<file path="src/rtl/ctrl_pipe_regs.sv">
// ID/EX -> EX/MEM -> MEM/WB control pipeline registers with bubble, flush and stall handling.
// Optional performance counters (perf_bubbles, perf_flushes) are enabled with `define CTRL_PIPE_PERF_EN.
module ctrl_pipe_regs #(
  parameter int RD_W   = 5,
  parameter int PERF_W = 32
) (
  input  logic            clk,
  input  logic            reset,
  input  logic            id_valid,
  input  logic            id_alu_src,
  input  logic            id_mem2reg,
  input  logic            id_reg_write,
  input  logic            id_mem_read,
  input  logic            id_mem_write,
  input  logic            id_branch,
  input  logic            id_jalr_mode,
  input  logic            id_jal_mode,
  input  logic            id_lui_mode,
  input  logic [3:0]      id_write_enable,
  input  logic [4:0]      id_read_enable,
  input  logic [1:0]      id_aluop,
  input  logic [1:0]      id_writeback,
  input  logic [RD_W-1:0] id_rd,
  input  logic            bubble,
  input  logic            flush,
  input  logic            stall_all,
  output logic            ex_valid,
  output logic            ex_alu_src,
  output logic            ex_branch,
  output logic            ex_jalr_mode,
  output logic            ex_jal_mode,
  output logic            ex_lui_mode,
  output logic [1:0]      ex_aluop,
  output logic            mem_valid,
  output logic            mem_mem_read,
  output logic            mem_mem_write,
  output logic [3:0]      mem_write_enable,
  output logic [4:0]      mem_read_enable,
  output logic            mem_reg_write,
  output logic [RD_W-1:0] mem_rd,
  output logic            wb_valid,
  output logic            wb_reg_write,
  output logic            wb_mem2reg,
  output logic [1:0]      wb_writeback,
  output logic [RD_W-1:0] wb_rd
`ifdef CTRL_PIPE_PERF_EN
  ,
  output logic [PERF_W-1:0] perf_bubbles,
  output logic [PERF_W-1:0] perf_flushes
`endif
);

  typedef struct packed {
    logic            valid;
    logic            aluSrc;
    logic            mem2reg;
    logic            regWrite;
    logic            memRead;
    logic            memWrite;
    logic            branch;
    logic            jalrMode;
    logic            jalMode;
    logic            luiMode;
    logic [3:0]      writeEnable;
    logic [4:0]      readEnable;
    logic [1:0]      aluop;
    logic [1:0]      writeback;
    logic [RD_W-1:0] rd;
  } idEx_t;

  typedef struct packed {
    logic            valid;
    logic            memRead;
    logic            memWrite;
    logic [3:0]      writeEnable;
    logic [4:0]      readEnable;
    logic            regWrite;
    logic            mem2reg;
    logic [1:0]      writeback;
    logic [RD_W-1:0] rd;
  } exMem_t;

  typedef struct packed {
    logic            valid;
    logic            regWrite;
    logic            mem2reg;
    logic [1:0]      writeback;
    logic [RD_W-1:0] rd;
  } memWb_t;

  idEx_t  r_idEx;
  exMem_t r_exMem;
  memWb_t r_memWb;
  idEx_t  w_idCapture;

  // Anything not a real, surviving instruction becomes an all-zero NOP, so
  // every later stage sees zero enables for invalid slots without gating.
  always_comb begin
    w_idCapture = '0;
    if (id_valid && !bubble && !flush) begin
      w_idCapture.valid       = 1'b1;
      w_idCapture.aluSrc      = id_alu_src;
      w_idCapture.mem2reg     = id_mem2reg;
      w_idCapture.regWrite    = id_reg_write && (id_rd != '0);
      w_idCapture.memRead     = id_mem_read;
      w_idCapture.memWrite    = id_mem_write;
      w_idCapture.branch      = id_branch;
      w_idCapture.jalrMode    = id_jalr_mode;
      w_idCapture.jalMode     = id_jal_mode;
      w_idCapture.luiMode     = id_lui_mode;
      w_idCapture.writeEnable = id_write_enable;
      w_idCapture.readEnable  = id_read_enable;
      w_idCapture.aluop       = id_aluop;
      w_idCapture.writeback   = id_writeback;
      w_idCapture.rd          = id_rd;
    end
  end

  always_ff @(posedge clk) begin
    if (reset) begin
      r_idEx  <= '0;
      r_exMem <= '0;
      r_memWb <= '0;
    end else if (!stall_all) begin
      r_idEx              <= w_idCapture;
      r_exMem.valid       <= r_idEx.valid;
      r_exMem.memRead     <= r_idEx.memRead;
      r_exMem.memWrite    <= r_idEx.memWrite;
      r_exMem.writeEnable <= r_idEx.writeEnable;
      r_exMem.readEnable  <= r_idEx.readEnable;
      r_exMem.regWrite    <= r_idEx.regWrite;
      r_exMem.mem2reg     <= r_idEx.mem2reg;
      r_exMem.writeback   <= r_idEx.writeback;
      r_exMem.rd          <= r_idEx.rd;
      r_memWb.valid       <= r_exMem.valid;
      r_memWb.regWrite    <= r_exMem.regWrite;
      r_memWb.mem2reg     <= r_exMem.mem2reg;
      r_memWb.writeback   <= r_exMem.writeback;
      r_memWb.rd          <= r_exMem.rd;
    end
  end

  assign ex_valid         = r_idEx.valid;
  assign ex_alu_src       = r_idEx.aluSrc;
  assign ex_branch        = r_idEx.branch;
  assign ex_jalr_mode     = r_idEx.jalrMode;
  assign ex_jal_mode      = r_idEx.jalMode;
  assign ex_lui_mode      = r_idEx.luiMode;
  assign ex_aluop         = r_idEx.aluop;
  assign mem_valid        = r_exMem.valid;
  assign mem_mem_read     = r_exMem.memRead;
  assign mem_mem_write    = r_exMem.memWrite;
  assign mem_write_enable = r_exMem.writeEnable;
  assign mem_read_enable  = r_exMem.readEnable;
  assign mem_reg_write    = r_exMem.regWrite;
  assign mem_rd           = r_exMem.rd;
  assign wb_valid         = r_memWb.valid;
  assign wb_reg_write     = r_memWb.regWrite;
  assign wb_mem2reg       = r_memWb.mem2reg;
  assign wb_writeback     = r_memWb.writeback;
  assign wb_rd            = r_memWb.rd;

`ifdef CTRL_PIPE_PERF_EN
  logic [PERF_W-1:0] r_perfBubbles;
  logic [PERF_W-1:0] r_perfFlushes;

  // A combined flush+bubble inserts one NOP and is accounted as a flush only.
  always_ff @(posedge clk) begin
    if (reset) begin
      r_perfBubbles <= '0;
      r_perfFlushes <= '0;
    end else if (!stall_all) begin
      if (flush) begin
        r_perfFlushes <= r_perfFlushes + PERF_W'(1);
      end else if (bubble) begin
        r_perfBubbles <= r_perfBubbles + PERF_W'(1);
      end
    end
  end

  assign perf_bubbles = r_perfBubbles;
  assign perf_flushes = r_perfFlushes;
`endif

endmodule

</file>
<file path="config.mk">
export PLATFORM = sky130hd
export DESIGN_NAME = ctrl_pipe_regs
export DESIGN_NICKNAME = d
export VERILOG_FILES = /design/src/rtl/ctrl_pipe_regs.sv
export SDC_FILE = /design/constraint.sdc
export NUM_CORES = 1
export LEC_CHECK = 0
export BUFFER_PORTS_ARGS = -buffer_cell sky130_fd_sc_hd__clkbuf_2
export CORE_MARGIN = 3
export CORE_UTILIZATION = 50
export DETAILED_ROUTE_END_ITERATION = 12
export GPL_ROUTABILITY_DRIVEN = 0
export PLACE_DENSITY = 0.79
export SYNTH_ARGS = -nofsm -noshare
export SYNTH_HDL_FRONTEND = slang
export SYNTH_SLANG_ARGS = --single-unit
</file>
<file path="constraint.sdc">
create_clock -name clk -period 1.6 [get_ports clk]
set_input_delay 0.24 -clock clk [delete_from_list [all_inputs] [get_ports clk]]
set_output_delay 0.24 -clock clk [all_outputs]
set_load 0.05 [all_outputs]
</file>
Word-level counts from Yosys, hierarchy flattened
Index checks and enable logic that the tools add are counted.
Word-level totals
  bits in latches: 0
  bits of input ports: 33
  memory bits (read-only): 0
  memories: 0
  register bits after elaboration: 59
  RAM bits: 0
Operators by class
  magnitude comparators: 0
  div/mod/pow operators: 0
  shift-type cells: 0
  mux-type cells: 1
  reduce and logical (&&, ||, !) cells: 6
  $mul: 0
  add/subtract/negate cells: 0
  bitwise operators: 0
  equality and inequality tests: 0
Operators with widths (count)
  two-way mux 28 bit: 1
  nonzero test 5 bit: 1
  logical AND 1 bit: 3
  logical NOT 1 bit: 2

Depth between registers and ports, before layout
  word-level depth: 4
  gate-level depth with buffers: 5

Worst setup path after synthesis
Ideal clock, no wire load.
  path type: input to register
  from: in stall_all
  to: reg r_idEx, in the netlist ex_alu_src
  buffers on the path: 2
  required time: 1.535 ns
  setup slack: 0.338 ns
  cell stages on the path: 5
  arrival time: 1.197 ns
  cells stage by stage: buf_6 > nor4b_4 > buf_6 > a22oi_2 > nor2_2
RTL lines
  from (decl): RTL line 26  | input logic stall_all,
  to (signal assigned): RTL line 125  | r_idEx <= w_idCapture;
  to (decl): RTL line 91  | idEx_t r_idEx;

Final worst setup path
  from: reg r_exMem, in the netlist mem_rd[3]
  to: out mem_rd[3]
RTL lines
  from (decl): RTL line 92  | exMem_t r_exMem;
  to (decl): RTL line 40  | output logic [RD_W-1:0] mem_rd,
No word-level cell between the ends.

==> run metrics <==
status finished clean; die height 74.0 um; Starting DRT DRC Count 66; critical path's top delay family flip-flops; vias post-DR 1595; total power 0.00283 W; CTS HTree Levels 3; Power Density 1040 nW/um2; Die Wd 74.0 um; WS Path Type reg -> out; Slew @ Worst Pin 0.370 ns; share of layout cells above drive strength 1 47.0%; #FFs+latches synth 59; Synth area leaders dfxtp_1 51%, mux2i_1 13%, a22oi_2 10%; core area 4410 um2; Max clock buf depth 2; Achievable Freq 818 MHz; CP max FO 3; Slowest-stage cell, CP dfxtp_1; final hold viol count 0; pre-CTS setup slack 0.235 ns; CP arrival 0.98 ns; Num CTS Buffers 9; register area 1180 um2; clock-pin slew on the worst setup and hold paths 0.06 ns; drt first pass iters 2; fillers 383; gr usage total 16.3%; syn_nets 245; Tcrit/Tclk final 76.4%; total clock sinks 59; Post-CTS Resized 0; unrepaired setup endpoints after global routing no; Hold Crit Class in -> reg; Avg Synthesized Cell Area 10.9 um2; Seq/Total Area, Yosys 51.1%; DR vias/cell 5.02; placed cells 304; Peak VDD IR 558 uV; Hold Buf Count CTS 0; fin. max-slew vios 0; Non-Filler Instances 318; Max-cap violations 0; final setup vio count 0; Initial Util 52.4%; # port buffers 68; met3 wire length 320 um; full die area 5470 um2; Leak 1.21 nW; Tmin final 1.22 ns; total gr overflow 0; critical path cell sequence clkbuf_2; WP data required 1.36 ns; Post-Synthesis Cells 212; Routed Antenna Nets 0; M1 WL 1.82 mm; Final nets 296; Post-route DRC 0; pin count of the biggest net entering global routing 60; CP Capture Type output pin; vias in the first global route 1546; hpwl dp 2.81 mm; worst hold slack 0.146 ns; share of the synthesized area in the top cell type 51.1%; Synth area leader dfxtp_1; top routing layer in use met4; final worst slack 0.378 ns; yosys warns 0; post-CTS setup buffer count 0; # rows 24; CTS tree yes; met2 WL 1.94 mm; Antenna Cells 0; clock root buffer clkbuf_8; Final Routed Wirelength 4.14 mm; post-synth cell types 15; Syn-to-layout area delta 18.1%; Setup TNS 0 ns; Syn Std Cell Area 2310 um2; skew final 0.00668 ns; setup slack, reg-to-reg 0.92 ns; crit-path max cell delay 0.37 ns; initial antenna violation count 0; Max-slew headroom 75.3%; routed length per instance 13.0 um; Multi-input gate area 918 um2; clk_lat worst skew 0.32 ns; startpoint types register; Worst Path Buf+Inv 1; I/O pin count 69; global-route wire length before repair 6.65 mm
## stage by stage
| step | instance area [um2] | util (%) |
|---|---|---|
| finish | 2730 | 61.8 |
| global route | 2730 | 61.8 |
| CTS | 2730 | 61.8 |
| detailed placement | 2560 | 58.0 |
| global placement | 2560 | 58.0 |
| floorplan | 2310 | - |
## logic make-up after synthesis
kind of cell / after synthesis / share of synthesized area (%)
muxes: 31 / 13.4
AOI/OAI and AO/OA: 29 / 13.3
and+or+nand+nor: 61 / 13.0
DFF: 59 / 51.1
buffers and inverters: 32 / 9.15
## cell usage in the layout (no fill, tap or decap)
cell / n
a21oi_1: 2
buf_4: 3
o211ai_1: 1
nand2_1: 1
or4_1: 1
a22oi_1: 7
clkinv_2: 3
buf_12: 2
mux2i_1: 31
nor2_1: 39
clkbuf_8: 11
nor2_2: 19
dfxtp_1: 59
nor4b_4: 1
clkbuf_2: 67
a22oi_2: 19
## path summary, 6_finish.rpt
| path | start | to | cells after the start |
|---|---|---|---|
| max | mem_rd[3] | mem_rd[3] | 1 |
| min | id_write_enable[1] | r_idEx[15] | 3 |
| max reg2reg | r_idEx[12] | r_idEx[12] | 2 |
| min reg2reg | r_idEx[24] | r_idEx[24] | 2 |
## power by group
part	internal [W]	switching [W]	total, W	leakage (nW)
Sequential	0.00148	0.00000910	0.00149	0.476
Clock	0.000620	0.000507	0.00113	0.0908
Combinational	0.0000830	0.000128	0.000211	0.643
Total	0.00219	0.000644	0.00283	1.21
## layout make-up
type                       count  area share (%)
clock inverter                 3           0.550
sequential                    59            43.3
tap                           52            2.38
timing repair buffer          72            14.6
clock buffer                  11            5.55
multi-input combinational    121            33.7
## registers in the layout (all words and copies together), names as in the netlist
register,cells
r_idEx,20
mem_rd,5
mem_read_enable,5
wb_rd,5
mem_write_enable,4
r_exMem,3
ex_aluop,2
wb_writeback,2
ex_alu_src,1
ex_branch,1
ex_jal_mode,1
ex_jalr_mode,1
ex_lui_mode,1
ex_valid,1
mem_mem_read,1
mem_mem_write,1
mem_reg_write,1
mem_valid,1
wb_mem2reg,1
wb_reg_write,1
wb_valid,1
## metal layers
metal | vias to the layer above | GRT usage (%)
met3 | 7 | 6.62
met1 | 733 | 18.0
met2 | 51 | 26.9
met4 | 0 | 8.45
met5 | - | 0
li1 | 804 | -
## Yosys cell counts
master and n:
nand2_1 1, o211ai_1 1, mux2i_1 31, buf_4 16
dfxtp_1 59, a22oi_2 19, buf_2 7, nor2_2 19
clkbuf_1 6, nor2_1 39, or4_1 1, nor4b_4 1
buf_6 3, a21oi_1 2, a22oi_1 7
No activity file was read; power rests on OpenSTA's default activity.
